<file path="config.mk">
export PLATFORM = sky130hd
export DESIGN_NAME = i2s_audio_tx
export DESIGN_NICKNAME = d
export VERILOG_FILES = /design/src/rtl/i2s_audio_tx.sv
export SDC_FILE = /design/constraint.sdc
export NUM_CORES = 1
export LEC_CHECK = 0
export CAP_MARGIN = 0
export CORE_ASPECT_RATIO = 1.75
export CORE_MARGIN = 8
export CORE_UTILIZATION = 35
export DETAILED_ROUTE_END_ITERATION = 10
export GPL_ROUTABILITY_DRIVEN = 0
export PLACE_DENSITY = 0.54
export SETUP_SLACK_MARGIN = 0.1
export SYNTH_ARGS = -nofsm -noshare
export SYNTH_HDL_FRONTEND = slang
export SYNTH_SLANG_ARGS = --single-unit
</file>
<file path="constraint.sdc">
create_clock -name clk -period 4.1 [get_ports clk]
set_input_delay 1.025 -clock clk [delete_from_list [all_inputs] [get_ports clk]]
set_output_delay 1.025 -clock clk [all_outputs]
set_load 0.005 [all_outputs]
</file>
<file path="src/rtl/i2s_audio_tx.sv">
// i2s_audio_tx: buffers one stereo pair and shifts it out in I2S (Philips) format with self-generated BCLK/LRCK
module i2s_audio_tx #(
    parameter int unsigned CLK_DIV = 4
) (
    input  logic               clk,
    input  logic               reset,
    input  logic signed [15:0] sample_left,
    input  logic signed [15:0] sample_right,
    input  logic               sample_valid,
    output logic               sample_ready,
    output logic               i2s_bclk,
    output logic               i2s_lrck,
    output logic               i2s_data,
    output logic               underrun
);
    logic [7:0]  div_q, div_d;
    logic        bclk_q, bclk_d;
    logic [4:0]  slot_q, slot_d;
    logic        lrck_q, lrck_d;
    logic        data_q, data_d;
    logic        und_q, und_d;
    logic [15:0] left_q, left_d, right_q, right_d;
    logic [15:0] hold_l_q, hold_l_d, hold_r_q, hold_r_d;
    logic        hold_full_q, hold_full_d;
    logic        tick, fall, frame_start, xfer;

    // next state: divider, bit clock, slot sequencing, frame reload and holding register
    always_comb begin
        tick        = div_q == 8'(CLK_DIV - 1);
        fall        = tick && bclk_q;
        frame_start = fall && slot_q == 5'd31;
        xfer        = sample_valid && !hold_full_q;
        div_d       = tick ? 8'd0 : div_q + 8'd1;
        bclk_d      = tick ? ~bclk_q : bclk_q;
        slot_d      = fall ? slot_q + 5'd1 : slot_q;
        left_d      = (frame_start && hold_full_q) ? hold_l_q : left_q;
        right_d     = (frame_start && hold_full_q) ? hold_r_q : right_q;
        hold_l_d    = xfer ? sample_left : hold_l_q;
        hold_r_d    = xfer ? sample_right : hold_r_q;
        hold_full_d = xfer || (hold_full_q && !frame_start);
        und_d       = frame_start && !hold_full_q;
        lrck_d      = fall ? (slot_d >= 5'd15 && slot_d <= 5'd30) : lrck_q;
        data_d      = fall ? (slot_d[4] ? right_d[~slot_d[3:0]] : left_d[~slot_d[3:0]]) : data_q;
    end

    // state registers; reset discards any held pair and any partial word
    always_ff @(posedge clk) begin
        if (reset) begin
            div_q       <= '0;
            bclk_q      <= 1'b0;
            slot_q      <= 5'd31;
            lrck_q      <= 1'b0;
            data_q      <= 1'b0;
            und_q       <= 1'b0;
            left_q      <= '0;
            right_q     <= '0;
            hold_l_q    <= '0;
            hold_r_q    <= '0;
            hold_full_q <= 1'b0;
        end else begin
            div_q       <= div_d;
            bclk_q      <= bclk_d;
            slot_q      <= slot_d;
            lrck_q      <= lrck_d;
            data_q      <= data_d;
            und_q       <= und_d;
            left_q      <= left_d;
            right_q     <= right_d;
            hold_l_q    <= hold_l_d;
            hold_r_q    <= hold_r_d;
            hold_full_q <= hold_full_d;
        end
    end

    assign sample_ready = ~hold_full_q;
    assign i2s_bclk     = bclk_q;
    assign i2s_lrck     = lrck_q;
    assign i2s_data     = data_q;
    assign underrun     = und_q;
endmodule

</file>
==> flow_metrics.py, run 1 <==
metrics = {
    "outcome": {
        "status": "complete, no violations",
    },
    "clock_network": {
        "htreeDepth": 3,
        "cts_hold_buf": 0,
        "clkLatencyLatePin_ns": 0.34,
        "cts_tree": "done",
        "numCtsBuffers": 9,
        "clockBufferDepth": 2,
        "postCtsSetupBuffers": 0,
        "clk_pin_slew_ns": 0.06,
        "cts_resized": 0,
        "cts_root_buf": "clkbuf_16",
        "cts.sinks": 82,
    },
    "die": {
        "die_h_um": 156.1,
        "start_util_pct": 35.55,
        "die-area_sq_um": 14990,
        "core_area_sq_um": 11040,
        "ioPinCount": 40,
        "die_w_um": 96.05,
        "rows": 51,
    },
    "finish": {
        "multiInputGateArea_sq_um": 2127,
        "layoutNonFillerInstCount": 687,
        "area_growth_pct": 20.72,
        "antennaDiodeCount": 0,
        "drive_gt1_share_pct": 6.667,
        "final_nets": 588,
        "fillers": 1161,
        "regArea_sq_um": 1642,
        "fin_util_pct": 42.92,
    },
    "synthesis": {
        "yosys-top-cells-count": "nand2_1 (158), dfxtp_1 (82), a21oi_1 (71)",
        "synthAdderAreaFrac_pct": 0.9563,
        "synth-xor-area-share_pct": 2.678,
        "synth_nets": 564,
        "yosysUniqueCellTypes": 55,
        "synth_edf_count": 0,
        "syn_area_sq_um": 3925,
        "synth_area_leaders": "dfxtp_1 (42%), nand2_1 (15%), a21oi_1 (9.1%), clkbuf_1 (3.1%), nor2_1 (2.9%)",
        "yosysTopAreaCellShare_pct": 41.82,
        "async_reset_ff_share_pct": 0,
        "synth_compound_area_share_pct": 19.54,
        "yosys.area_share.simple_pct": 28.34,
        "synth_top_family_by_area": "simple AND/OR/NAND/NOR gates",
        "post-synth-top-count-cell": "nand2_1",
        "synth-seq-cells": 82,
        "ys_seq_area_share_pct": 41.82,
        "yosysTopAreaCell": "dfxtp_1",
        "muxShareOfSynthArea_pct": 2.550,
        "ys.flop_type": "dfxtp_1",
        "avgSynthCellArea_sq_um": 7.462,
        "yosysWarnings": 0,
        "synth_cells": 526,
    },
    "worst_setup_path": {
        "worst_ep_required_time_ns": 4.35,
        "slowest_delay_ns": 0.51,
        "cp.arrival_ns": 3.61,
        "path_cells": "ha_1 -> and3_1 -> ha_1 -> nand2_1 -> buf_4 -> mux2i_1 -> a2bb2oi_1 -> nor2_1 -> o32ai_1 -> nor4_1 -> a41o_1 -> o41ai_2",
        "cp_slowest_cell": "nand2_1",
        "start_kind": "register",
        "cpMostUsedCell": "ha_1",
        "end_kind": "register",
        "path_class": "reg -> reg",
        "worstPathMaxFanout": 21,
    },
    "power_and_ir_drop": {
        "power.density_nw_per_um2": 385.6,
        "p_leak_uw": 0.001692,
        "vdd_drop_max_v": 0.0002667,
    },
    "drt": {
        "route.detailed.drc": 0,
        "num_vias": 3698,
        "wl_per_cell_um": 16.78,
        "wirelength_mm": 11.53,
        "drtPass1Iterations": 4,
        "detail_route.iter0.violations": 287,
        "avgViaCountPerCell": 5.383,
        "ant_nets": 0,
    },
    "timing": {
        "fmaxAchievable_ghz": 0.2980,
        "setup_viol_count_final": 0,
        "rsz0062_at_grt": "no",
        "setup_ws_ns": 0.7441,
        "tns_ns": 0,
        "tightest_slew_ns": 1.018,
        "hold_viol": 0,
        "finClkSkew_ns": 0.006932,
        "fin_crit_sh_pct": 81.85,
        "slew_violations": 0,
        "max_slew_margin_pct": 31.98,
        "period_minus_slack_ns": 3.356,
    },
    "grt": {
        "antenna_found_initial": 0,
        "grt_max_degree": 40,
        "overflow": 0,
        "grt_pass1_vias": 3720,
        "grt_pass1_wl_mm": 18.66,
        "grt_use_total_pct": 15.95,
    },
    "worst_hold_path": {
        "hp-class": "reg -> reg",
    },
    "placed_design": {
        "pre_cts_ws_ns": 0.8295,
        "dp_hpwl_mm": 8.305,
        "place_inst": 671,
        "portBuffers": 39,
    },
    "job": {
        "cap_violations": 0,
    },
}
where the power goes:
part | internal, uW | total [uW] | switching, uW
Clock | 508 | 837 | 329
Combinational | 66.8 | 145 | 78.2
Sequential | 820 | 845 | 24.7
Total | 1400 | 1830 | 432
worst paths after layout:
path / from / to / slack [ns] / cells past startpoint
hold reg to reg: hold_l_q[1]$_SDFFE_PP0P_ / hold_l_q[1]$_SDFFE_PP0P_ / 0.46 / 2
setup / recovery: slot_q[1]$_SDFF_PP1_ / i2s_data$_SDFFE_PP0N_ / 0.74 / 12
hold / removal: hold_l_q[1]$_SDFFE_PP0P_ / hold_l_q[1]$_SDFFE_PP0P_ / 0.46 / 2
setup reg to reg: slot_q[1]$_SDFF_PP1_ / i2s_data$_SDFFE_PP0N_ / 0.74 / 12
critical path, delay by kind of cell (launching register included):
family	cells	cell delay (ns)
adders and majority gates	2	0.52
buffers and inverters	1	0.39
and+or+nand+nor	4	0.88
DFF	1	0.49
AOI/OAI and AO/OA	4	0.84
muxes	1	0.13
per-layer routing:
metal / global-route usage [%] / wire, um / vias up
li1: - / - / 1862
met5: 0 / 0 / -
met4: 9.138 / 415 / 0
met1: 16.91 / 4465 / 1741
met3: 2.602 / 339 / 22
met2: 28.30 / 6311 / 73
cell families after synthesis:
kind of cell	Yosys count
xor+xnor	12
fa+ha+maj	3
buf+inv	42
flops	82
simple gates	253
mux	10
compound gates	124
sequential cells by signal, summed over array words and instances (netlist names):
signal       count
div_q            8
hold_full_q      1
i2s_bclk         1
underrun         1
hold_r_q        16
i2s_lrck         1
i2s_data         1
slot_q           5
right_q         16
left_q          16
hold_l_q        16
metrics by stage:
step / hold WS [ns] / cell area (sq um) / total power [uW]
2_1_floorplan: 0.4332 / 3925 / 938.1
3_3_place_gp: 0.4503 / 4424 / 1007
3_5_place_dp: 0.4514 / 4424 / 1009
4_1_cts: 0.4600 / 4738 / 1841
5_1_grt: 0.4794 / 4738 / 1896
6_report: 0.4585 / 4738 / 1827
cell type report:
cell class	count	area share [%]
clock inverter	5	1.294
sequential	82	34.64
multi-input combinational	402	44.89
inverter	4	0.3169
tap	132	3.486
clock buffer	11	5.334
timing repair buffer	51	10.03
cell usage in the layout (no fill, tap or decap), types with 10 or more instances in the layout:
cell and instances:
dfxtp_1 82, nand3_1 17, clkdlybuf4s50_1 38, mux2i_1 10, nand2_1 158, nor3_1 13, a21oi_1 71, o21ai_0 10
nor2_1 29, buf_4 12
Power figures use the tool's default switching activity.
==> run 2, diff against run 1 <==
Clock period 4.1 ns to 3.2 ns, I/O delays scaled along.
==> run 2 against run 1 <==
Global-route usage is 0.37 points higher. Cell count is 1.7% higher. Clock skew hardly changed. Critical path type unchanged. Critical path depth is 3 lower. Highest routed layer unchanged. Sequential share of layout area is 0.63 points lower.
==> flow_metrics.py, run 2 (synthesis results as in run 1) <==
metrics = {
    "outcome": {
        "status": "complete, no violations",
    },
    "timing": {
        "period_minus_slack_ns": 2.887,
        "setup_viol_count_final": 0,
        "hold_viol": 0,
        "tightest_slew_ns": 0.8539,
        "slew_violations": 0,
        "hold_ws_ns": 0.4626,
        "fmaxAchievable_ghz": 0.3464,
        "tns_ns": 0,
        "rsz0062_at_grt": "no",
        "max_slew_margin_pct": 43.08,
        "finClkSkew_ns": 0.006594,
        "fin_crit_sh_pct": 90.21,
    },
    "clock_network": {
        "postCtsSetupBuffers": 0,
        "clk_pin_slew_ns": 0.06,
        "clkLatencyLatePin_ns": 0.34,
        "cts_resized": 0,
        "htreeDepth": 3,
        "clockBufferDepth": 2,
        "cts.sinks": 82,
        "cts_hold_buf": 0,
        "numCtsBuffers": 9,
        "cts_tree": "done",
        "cts_root_buf": "clkbuf_16",
    },
    "worst_setup_path": {
        "worstPathMaxFanout": 5,
        "path_class": "reg -> reg",
        "end_kind": "register",
        "reg2reg_from": "div_q[0]$_SDFF_PP0_",
        "reg2reg_slack_ns": 0.31,
        "critPathLaunch": "div_q[0]$_SDFF_PP0_",
        "start_kind": "register",
        "cp.arrival_ns": 3.13,
        "reg2reg_to": "i2s_data$_SDFFE_PP0N_",
        "worst_ep_required_time_ns": 3.44,
        "cp-endpoint": "i2s_data$_SDFFE_PP0N_",
        "ff2ff_path_depth": 9,
    },
    "grt": {
        "grt_pass1_wl_mm": 19.06,
        "grt_pass1_vias": 3751,
        "antenna_found_initial": 0,
        "grt_max_degree": 44,
        "grt_use_total_pct": 16.32,
        "overflow": 0,
    },
    "die": {
        "die_w_um": 96.05,
        "rows": 51,
        "start_util_pct": 35.55,
        "die_h_um": 156.1,
        "ioPinCount": 40,
        "die-area_sq_um": 14990,
        "core_area_sq_um": 11040,
    },
    "finish": {
        "layout_commonest_cell": "nand2_1",
        "final_nets": 600,
        "antennaDiodeCount": 0,
        "drive_gt1_share_pct": 8.466,
        "regArea_sq_um": 1642,
        "multiInputGateArea_sq_um": 2131,
        "fillers": 1159,
        "area_growth_pct": 22.95,
        "mostFrequentLayoutCells": "nand2_1 (158), dfxtp_1 (82), a21oi_1 (71)",
    },
    "drt": {
        "wirelength_mm": 11.48,
        "detail_route.iter0.violations": 300,
        "route.detailed.drc": 0,
        "num_vias": 3773,
        "drtPass1Iterations": 5,
        "wl_per_cell_um": 16.43,
        "avgViaCountPerCell": 5.398,
        "ant_nets": 0,
    },
    "placed_design": {
        "portBuffers": 39,
        "dp_hpwl_mm": 8.254,
    },
    "power_and_ir_drop": {
        "p_leak_uw": 0.001736,
        "power.density_nw_per_um2": 477.3,
        "swShare_pct": 23.97,
        "seqPwrFrac_pct": 46.9,
        "power_uw": 2304,
        "vdd_drop_max_v": 0.0002626,
        "p_sw_uw": 552.2,
        "p_int_uw": 1751,
        "power_frac_comb_pct": 8.4,
        "p_clk_share_pct": 44.7,
    },
    "job": {
        "cap_violations": 0,
    },
    "worst_hold_path": {
        "hp-class": "reg -> reg",
    },
}
## run 2: cell count changes in the layout (fill, tap and decap cells not counted), sizes merged
cell | before | now
buf | 13 | 25
clkinvlp | 0 | 2
clkinv | 3 | 1
## run 2: how the worst min path moves through the flow
stage / to / from / depth (start not counted)
final: hold_l_q[1]$_SDFFE_PP0P_ / hold_l_q[1]$_SDFFE_PP0P_ / 2
after global routing: hold_r_q[12]$_SDFFE_PP0P_ / hold_r_q[12]$_SDFFE_PP0P_ / 2
after CTS: right_q[12]$_SDFF_PP0_ / right_q[12]$_SDFF_PP0_ / 2
after detailed placement: right_q[12]$_SDFF_PP0_ / right_q[12]$_SDFF_PP0_ / 2
after global placement: right_q[12]$_SDFF_PP0_ / right_q[12]$_SDFF_PP0_ / 2
after floorplan: right_q[12]$_SDFF_PP0_ / right_q[12]$_SDFF_PP0_ / 2
## run 2: per-stage QoR
stage               cell area, sq um  utilization (%)  setup slack, ns  cells
global placement                4527            41.01           0.3154    683
CTS                             4822            43.68           0.2351    699
floorplan                       3925                -           0.2939    526
finish                          4826            43.72           0.3132    699
detailed placement              4527            41.01           0.2348    683
global route                    4826            43.72           0.1564    699
## run 2: layer usage
| metal | GRT usage [%] | wire (um) | part of all wire [%] |
|---|---|---|---|
| met5 | 0 | 0 | 0 |
| met4 | 7.001 | 265 | 2.3 |
| met3 | 3.181 | 385 | 3.4 |
| met2 | 29.83 | 6507 | 57 |
| met1 | 17.13 | 4326 | 38 |
## run 2: power groups by stage
stage                     clock, uW  combinational (uW)  sequential [uW]
after floorplan                   0                 110             1090
final                          1030                 194             1080
after global placement            0                 193             1100
after detailed placement          0                 194             1100
after global routing           1090                 215             1080
after CTS                      1050                 195             1080
## run 2: final cells by class
type	count	area share, %
repair buffers	63	11.98
inverters	4	0.3111
flip-flops and latches	82	34.02
well taps	132	3.422
clock inverters	5	1.296
multi-input cells	402	44.15
clock buffers	11	4.822
## run 2: critical path: stages, from the launching register on
cell and delay [ns]:
dfxtp_1 0.39, ha_1 0.26, or4b_4 0.53, or4_4 0.46, nor3_1 0.21, a211o_1 0.12, a31oi_1 0.08, a221o_1 0.31
and4_1 0.18, o41ai_2 0.25
